<file path="src/rtl/rv32_lsu.sv">
// rv32_lsu: RV32I load/store unit driving a single-port,
// byte-enabled data RAM with one cycle of read latency.
module rv32_lsu #(
  parameter bit MEM_WORD_ADDR = 1'b0
) (
  input  logic        clock,
  input  logic        reset,
  input  logic        req_valid,
  output logic        req_ready,
  input  logic        req_store,
  input  logic [2:0]  req_funct3,
  input  logic [31:0] req_address,
  input  logic [31:0] req_wdata,
  output logic        resp_valid,
  input  logic        resp_ready,
  output logic [31:0] resp_rdata,
  output logic        resp_error,
  output logic [31:0] mem_address,
  output logic [3:0]  mem_byteena,
  output logic [31:0] mem_data,
  output logic        mem_wren,
  input  logic [31:0] mem_q
);

  typedef enum logic [1:0] {
    IDLE, ISSUE, WAIT, RESP
  } state_t;

  state_t state, state_nx;

  logic        store_q;
  logic [2:0]  f3_q;
  logic [1:0]  off_q;
  logic [31:0] wdata_q;
  logic        accept;
  logic        legal;
  logic        misal;
  logic        bad;
  logic [31:0] shifted;
  logic [31:0] ext;

  assign accept = req_valid && req_ready;

  // Decode legality and alignment of the request being offered
  always_comb begin
    legal = 1'b0;
    misal = 1'b0;
    if (req_store)
      legal = req_funct3 inside {3'd0, 3'd1, 3'd2};
    else
      legal = req_funct3 inside {3'd0, 3'd1, 3'd2, 3'd4, 3'd5};
    unique case (1'b1)
      (req_funct3[1:0] == 2'd1):
        misal = req_address[0];
      (req_funct3[1:0] == 2'd2):
        misal = req_address[1:0] != 2'b00;
      default:
        misal = 1'b0;
    endcase
    bad = !legal || misal;
  end

  // State register
  always_ff @(posedge clock) begin
    if (reset) state <= IDLE;
    else       state <= state_nx;
  end

  // Next-state logic
  always_comb begin
    state_nx = state;
    unique case (state)
      IDLE:
        if (accept) state_nx = bad ? RESP : ISSUE;
      ISSUE:
        state_nx = store_q ? RESP : WAIT;
      WAIT:
        state_nx = RESP;
      RESP:
        if (resp_ready) state_nx = IDLE;
      default:
        state_nx = IDLE;
    endcase
  end

  // Capture request fields on accept
  always_ff @(posedge clock) begin
    if (reset) begin
      store_q <= 1'b0;
      f3_q    <= 3'd0;
      off_q   <= 2'd0;
      wdata_q <= 32'd0;
    end else if (accept) begin
      store_q <= req_store;
      f3_q    <= req_funct3;
      off_q   <= req_address[1:0];
      wdata_q <= req_wdata;
    end
  end

  // RAM address holds between accesses; loaded only for real accesses
  always_ff @(posedge clock) begin
    if (reset)
      mem_address <= 32'd0;
    else if (accept && !bad)
      mem_address <= MEM_WORD_ADDR ?
        {2'b00, req_address[31:2]} :
        {req_address[31:2], 2'b00};
  end

  // Lane-extract and extend the RAM word
  always_comb begin
    shifted = mem_q >> {off_q, 3'b000};
    unique case (f3_q)
      3'd0:    ext = {{24{shifted[7]}}, shifted[7:0]};
      3'd1:    ext = {{16{shifted[15]}}, shifted[15:0]};
      3'd4:    ext = {24'd0, shifted[7:0]};
      3'd5:    ext = {16'd0, shifted[15:0]};
      default: ext = shifted;
    endcase
  end

  // Response registers: cleared on accept, filled in WAIT
  always_ff @(posedge clock) begin
    if (reset) begin
      resp_error <= 1'b0;
      resp_rdata <= 32'd0;
    end else if (accept) begin
      resp_error <= bad;
      resp_rdata <= 32'd0;
    end else if (state == WAIT) begin
      resp_rdata <= ext;
    end
  end

  // Handshake and RAM strobes; lanes stay dark on loads
  always_comb begin
    req_ready   = state == IDLE;
    resp_valid  = state == RESP;
    mem_wren    = 1'b0;
    mem_byteena = 4'b0000;
    mem_data    = 32'd0;
    if (state == ISSUE && store_q) begin
      mem_wren = 1'b1;
      mem_data = wdata_q << {off_q, 3'b000};
      unique case (f3_q[1:0])
        2'd0:    mem_byteena = 4'b0001 << off_q;
        2'd1:    mem_byteena = 4'b0011 << off_q;
        default: mem_byteena = 4'b1111;
      endcase
    end
  end

endmodule

</file>
<file path="config.mk">
export PLATFORM = sky130hd
export DESIGN_NAME = rv32_lsu
export DESIGN_NICKNAME = d
export VERILOG_FILES = /design/src/rtl/rv32_lsu.sv
export SDC_FILE = /design/constraint.sdc
export NUM_CORES = 1
export LEC_CHECK = 0
export ABC_CLOCK_PERIOD_IN_PS = 1700
export CORE_ASPECT_RATIO = 1.4
export CORE_UTILIZATION = 40
export DETAILED_ROUTE_END_ITERATION = 10
export HOLD_SLACK_MARGIN = 0.12
export PLACE_DENSITY = 0.86
export SLEW_MARGIN = 20
export SYNTH_ARGS = -nofsm -noshare
export SYNTH_HDL_FRONTEND = slang
export SYNTH_SLANG_ARGS = --single-unit
</file>
<file path="constraint.sdc">
create_clock -name clock -period 1.7 [get_ports clock]
set_input_delay 0.17 -clock clock [delete_from_list [all_inputs] [get_ports clock]]
set_output_delay 0.17 -clock clock [all_outputs]
set_load 0.01 [all_outputs]
</file>
==> summary.md <==
| Metric | Value |
|---|---|
| Status | `finished, violations left` |
| Failing checks | `setup timing` |
| DP HPWL | `12200 um` |
| CP Depth | `5` |
| GRT busiest layer | `met2` |
| Worst-path clk slew | `0.07 ns` |
| Max FO, Critical Path | `8` |
| Finished Core Util | `0.673` |
| Hold slack final | `0.266 ns` |
| Vias in the first global route | `5200` |
| Max IR drop VDD | `0.645 mV` |
| Row count | `49` |
| Startpoint type of the worst setup path | `flip-flop` |
| Die Y | `138 um` |
| Top-count cell post-synth | `dfxtp_1` |
| Share of layout cells above drive strength 1 | `0.246` |
| CP Class | `flip-flop to flip-flop` |
| Synth unique cells | `38` |
| Routed vias | `5458` |
| Max-Cap Viols | `0` |
| Reg-to-reg slack, setup | `-0.18 ns` |
| Worst path max stage delay | `0.59 ns` |
| CP endpoint kind | `flip-flop` |
| First-pass GRT wire length | `25800 um` |
| Worst Skew | `0.00822 ns` |
| Max Buffers Root-to-Sink | `2` |
| Core area | `0.0128 mm2` |
| Cell count after synthesis | `620` |
| Gr ovfl total | `0` |
| Final setup violation count | `48` |
| CTS sink count | `103` |
| TritonCTS clock tree | `yes` |
| Starting density of the core | `0.410` |
| Worst hold path class | `input port to flip-flop` |
| Drc violations | `0` |
| YS warnings | `0` |
| Sequential share of the synthesized area | `0.392` |
| Worst-Margin Slew | `0.625 ns` |
| Post-Syn Area | `0.00526 mm2` |
| Worst path top cell family by delay | `multiplexers` |
| Synth Flop Type | `dfxtp_1` |
| DR WL/cell | `17.8 um` |
| Peak Freq | `0.532 GHz` |
| CTS buffer count | `9` |
| Met3 Use GR | `0.0766` |
| Final Critical Period | `1.88 ns` |
| Top cells by area, synth | `dfxtp_1 39%, mux2i_1 12%, nand2b_1 7.5%` |
| Hold path start | `reset` |
| Async S/R FF share, synth | `0` |
| Routability cong. | `0.877` |
| Final #Nets | `980` |
| P per Cell Area | `1100 mW/mm2` |
| Initial antenna violation count | `2` |
| Initial drt markers | `236` |
| I/O Buffers | `205` |
| Unrepaired setup endpoints after global routing | `true` |
| Worst r2r path cells | `5` |
| Detailed Routing Iterations Pass 1 | `4` |
| Leakage Power | `3.28 nW` |
| Gr usage total | `0.247` |
| H-tree Lvls | `3` |
| Max-slew headroom | `0.582` |
| Crit path cell chain | `buf_6 -> mux2_4 -> mux4_2 -> nand2_4 -> a31oi_1` |
| Post-route ant nets | `0` |
| Clk_lat worst skew | `0.35 ns` |
| Most frequent cells after synthesis | `103 x dfxtp_1, 95 x nand2_1, 63 x nand2b_1` |
| Die X | `98.9 um` |
| Vias/cell | `5.31` |
| Met1 Track Usage GR | `0.242` |
| CP required | `1.91 ns` |
| Pre-CTS WS | `-0.458 ns` |
| Post-CTS Hold Buffers | `0` |
| Area grow syn2layout | `64.0%` |
| Reg2reg end | `resp_rdata[31]` |
| Share of the synthesized area in the top cell type | `0.392` |
| Period utilisation layout | `1.11` |
| Met2 Use GR | `0.452` |
| Endpoints failing hold | `0` |
| Critical Path AT | `2.09 ns` |
| Die area | `0.0136 mm2` |
| Drt total wl | `18300 um` |
| Crit-path slowest cell | `mux4_2` |
| Hold Path Stages | `3` |
| Largest net degree at the start of global routing | `89` |
| # IOs | `208` |
| Clock Root Buffer | `clkbuf_16` |
| Setup WS post-layout | `-0.179 ns` |
| Seq cells post-synth | `103` |
| CP Buf/Inv Count | `1` |
| Destination of the worst hold path | `off_q[0]` |
| FF-to-FF Start | `off_q[0]` |
| Post-synth EDFFs | `0` |
| Area leader, netlist | `dfxtp_1` |
| Slew Viols, Final | `0` |
| Mean post-synth cell area | `8.48 um2` |
-- tightest hold or removal path, delay by kind of cell --
family / cells / cell delay [ns]
buf+inv: 2 / 0.35
compound gates: 1 / 0.05
-- routing by layer --
| layer | routed length (um) | vias to the layer above |
|---|---|---|
| met4 | 699 | 2 |
| met3 | 1550 | 45 |
| li1 | - | 2610 |
| met1 | 6540 | 2552 |
| met5 | 10 | - |
| met2 | 9500 | 249 |
-- cell usage in the layout, fill, tap and decap left out, drive strengths merged, types with 16 or more instances in the layout --
master,n
nand2b,63
nand2,97
a31oi,16
dfxtp,103
a211oi,16
a21oi,57
buf,117
nor2,46
o21ai,26
clkdlybuf4s50,163
mux2i,62
-- flip-flops by register name, indices dropped and copies added, names as in the netlist --
register	count
wdata_q	32
state	2
resp_error	1
store_q	1
mem_address	30
f3_q	3
resp_rdata	32
off_q	2
-- worst max-delay path by stage --
stage	slack, ns	to	start
6_report	-0.18	resp_rdata[31]	off_q[0]
5_1_grt	-0.25	mem_data[18]	off_q[0]
4_1_cts	-0.14	resp_rdata[29]	off_q[0]
3_5_place_dp	-0.46	mem_address[14]	req_funct3[0]
3_3_place_gp	-0.39	mem_address[15]	req_funct3[0]
2_1_floorplan	-0.003	off_q[1]	state[0]
-- kinds of logic (layout without fill, tap and decap cells) --
family          after synthesis  count (layout)  share of synthesized area
compound gates              133             133                      0.150
fa+ha+maj                     7               7                     0.0167
buf+inv                      62             314                     0.0523
flops                       103             103                      0.392
mux                          81              81                      0.179
other cells                   1               3                   0.000713
simple gates                233             234                      0.210
-- per-stage QoR --
| stage | setup TNS, ns | total power, mW | cell area, um2 | cells |
|---|---|---|---|---|
| after detailed placement | -20.96 | 6.70 | 7760 | 982 |
| after global placement | -19.33 | 6.64 | 7760 | 982 |
| after global routing | -7.27 | 9.91 | 8620 | 1028 |
| after floorplan | -0.00278 | 5.08 | 5280 | 621 |
| after CTS | -2.53 | 8.94 | 8140 | 1008 |
| final | -4.50 | 9.45 | 8620 | 1028 |
-- layout make-up --
| type | count | area [um2] |
|---|---|---|
| Clock buffer | 10 | 239 |
| Sequential cell | 103 | 2070 |
| Tap cell | 153 | 191 |
| Inverter | 9 | 36.3 |
| Fill cell | 953 | 4190 |
| Multi-Input combinational cell | 457 | 3270 |
| Timing Repair Buffer | 289 | 2770 |
| Clock inverter | 6 | 45.0 |
| Antenna cell | 1 | 2.50 |
-- power breakdown --
group | internal (mW) | switching (mW)
sequential | 2.88 | 0.344
clock | 1.04 | 0.955
combinational | 2.20 | 2.03
total | 6.12 | 3.33
-- repair_timing --
item / in CTS / in global routing
gates cloned: 2 / 4
buffers inserted: 9 / 15
setup endpoints to repair: 93 / 71
pin swaps: 13 / 22
resized for setup: 185 / 78
No activity file was read; power rests on OpenSTA's default activity.
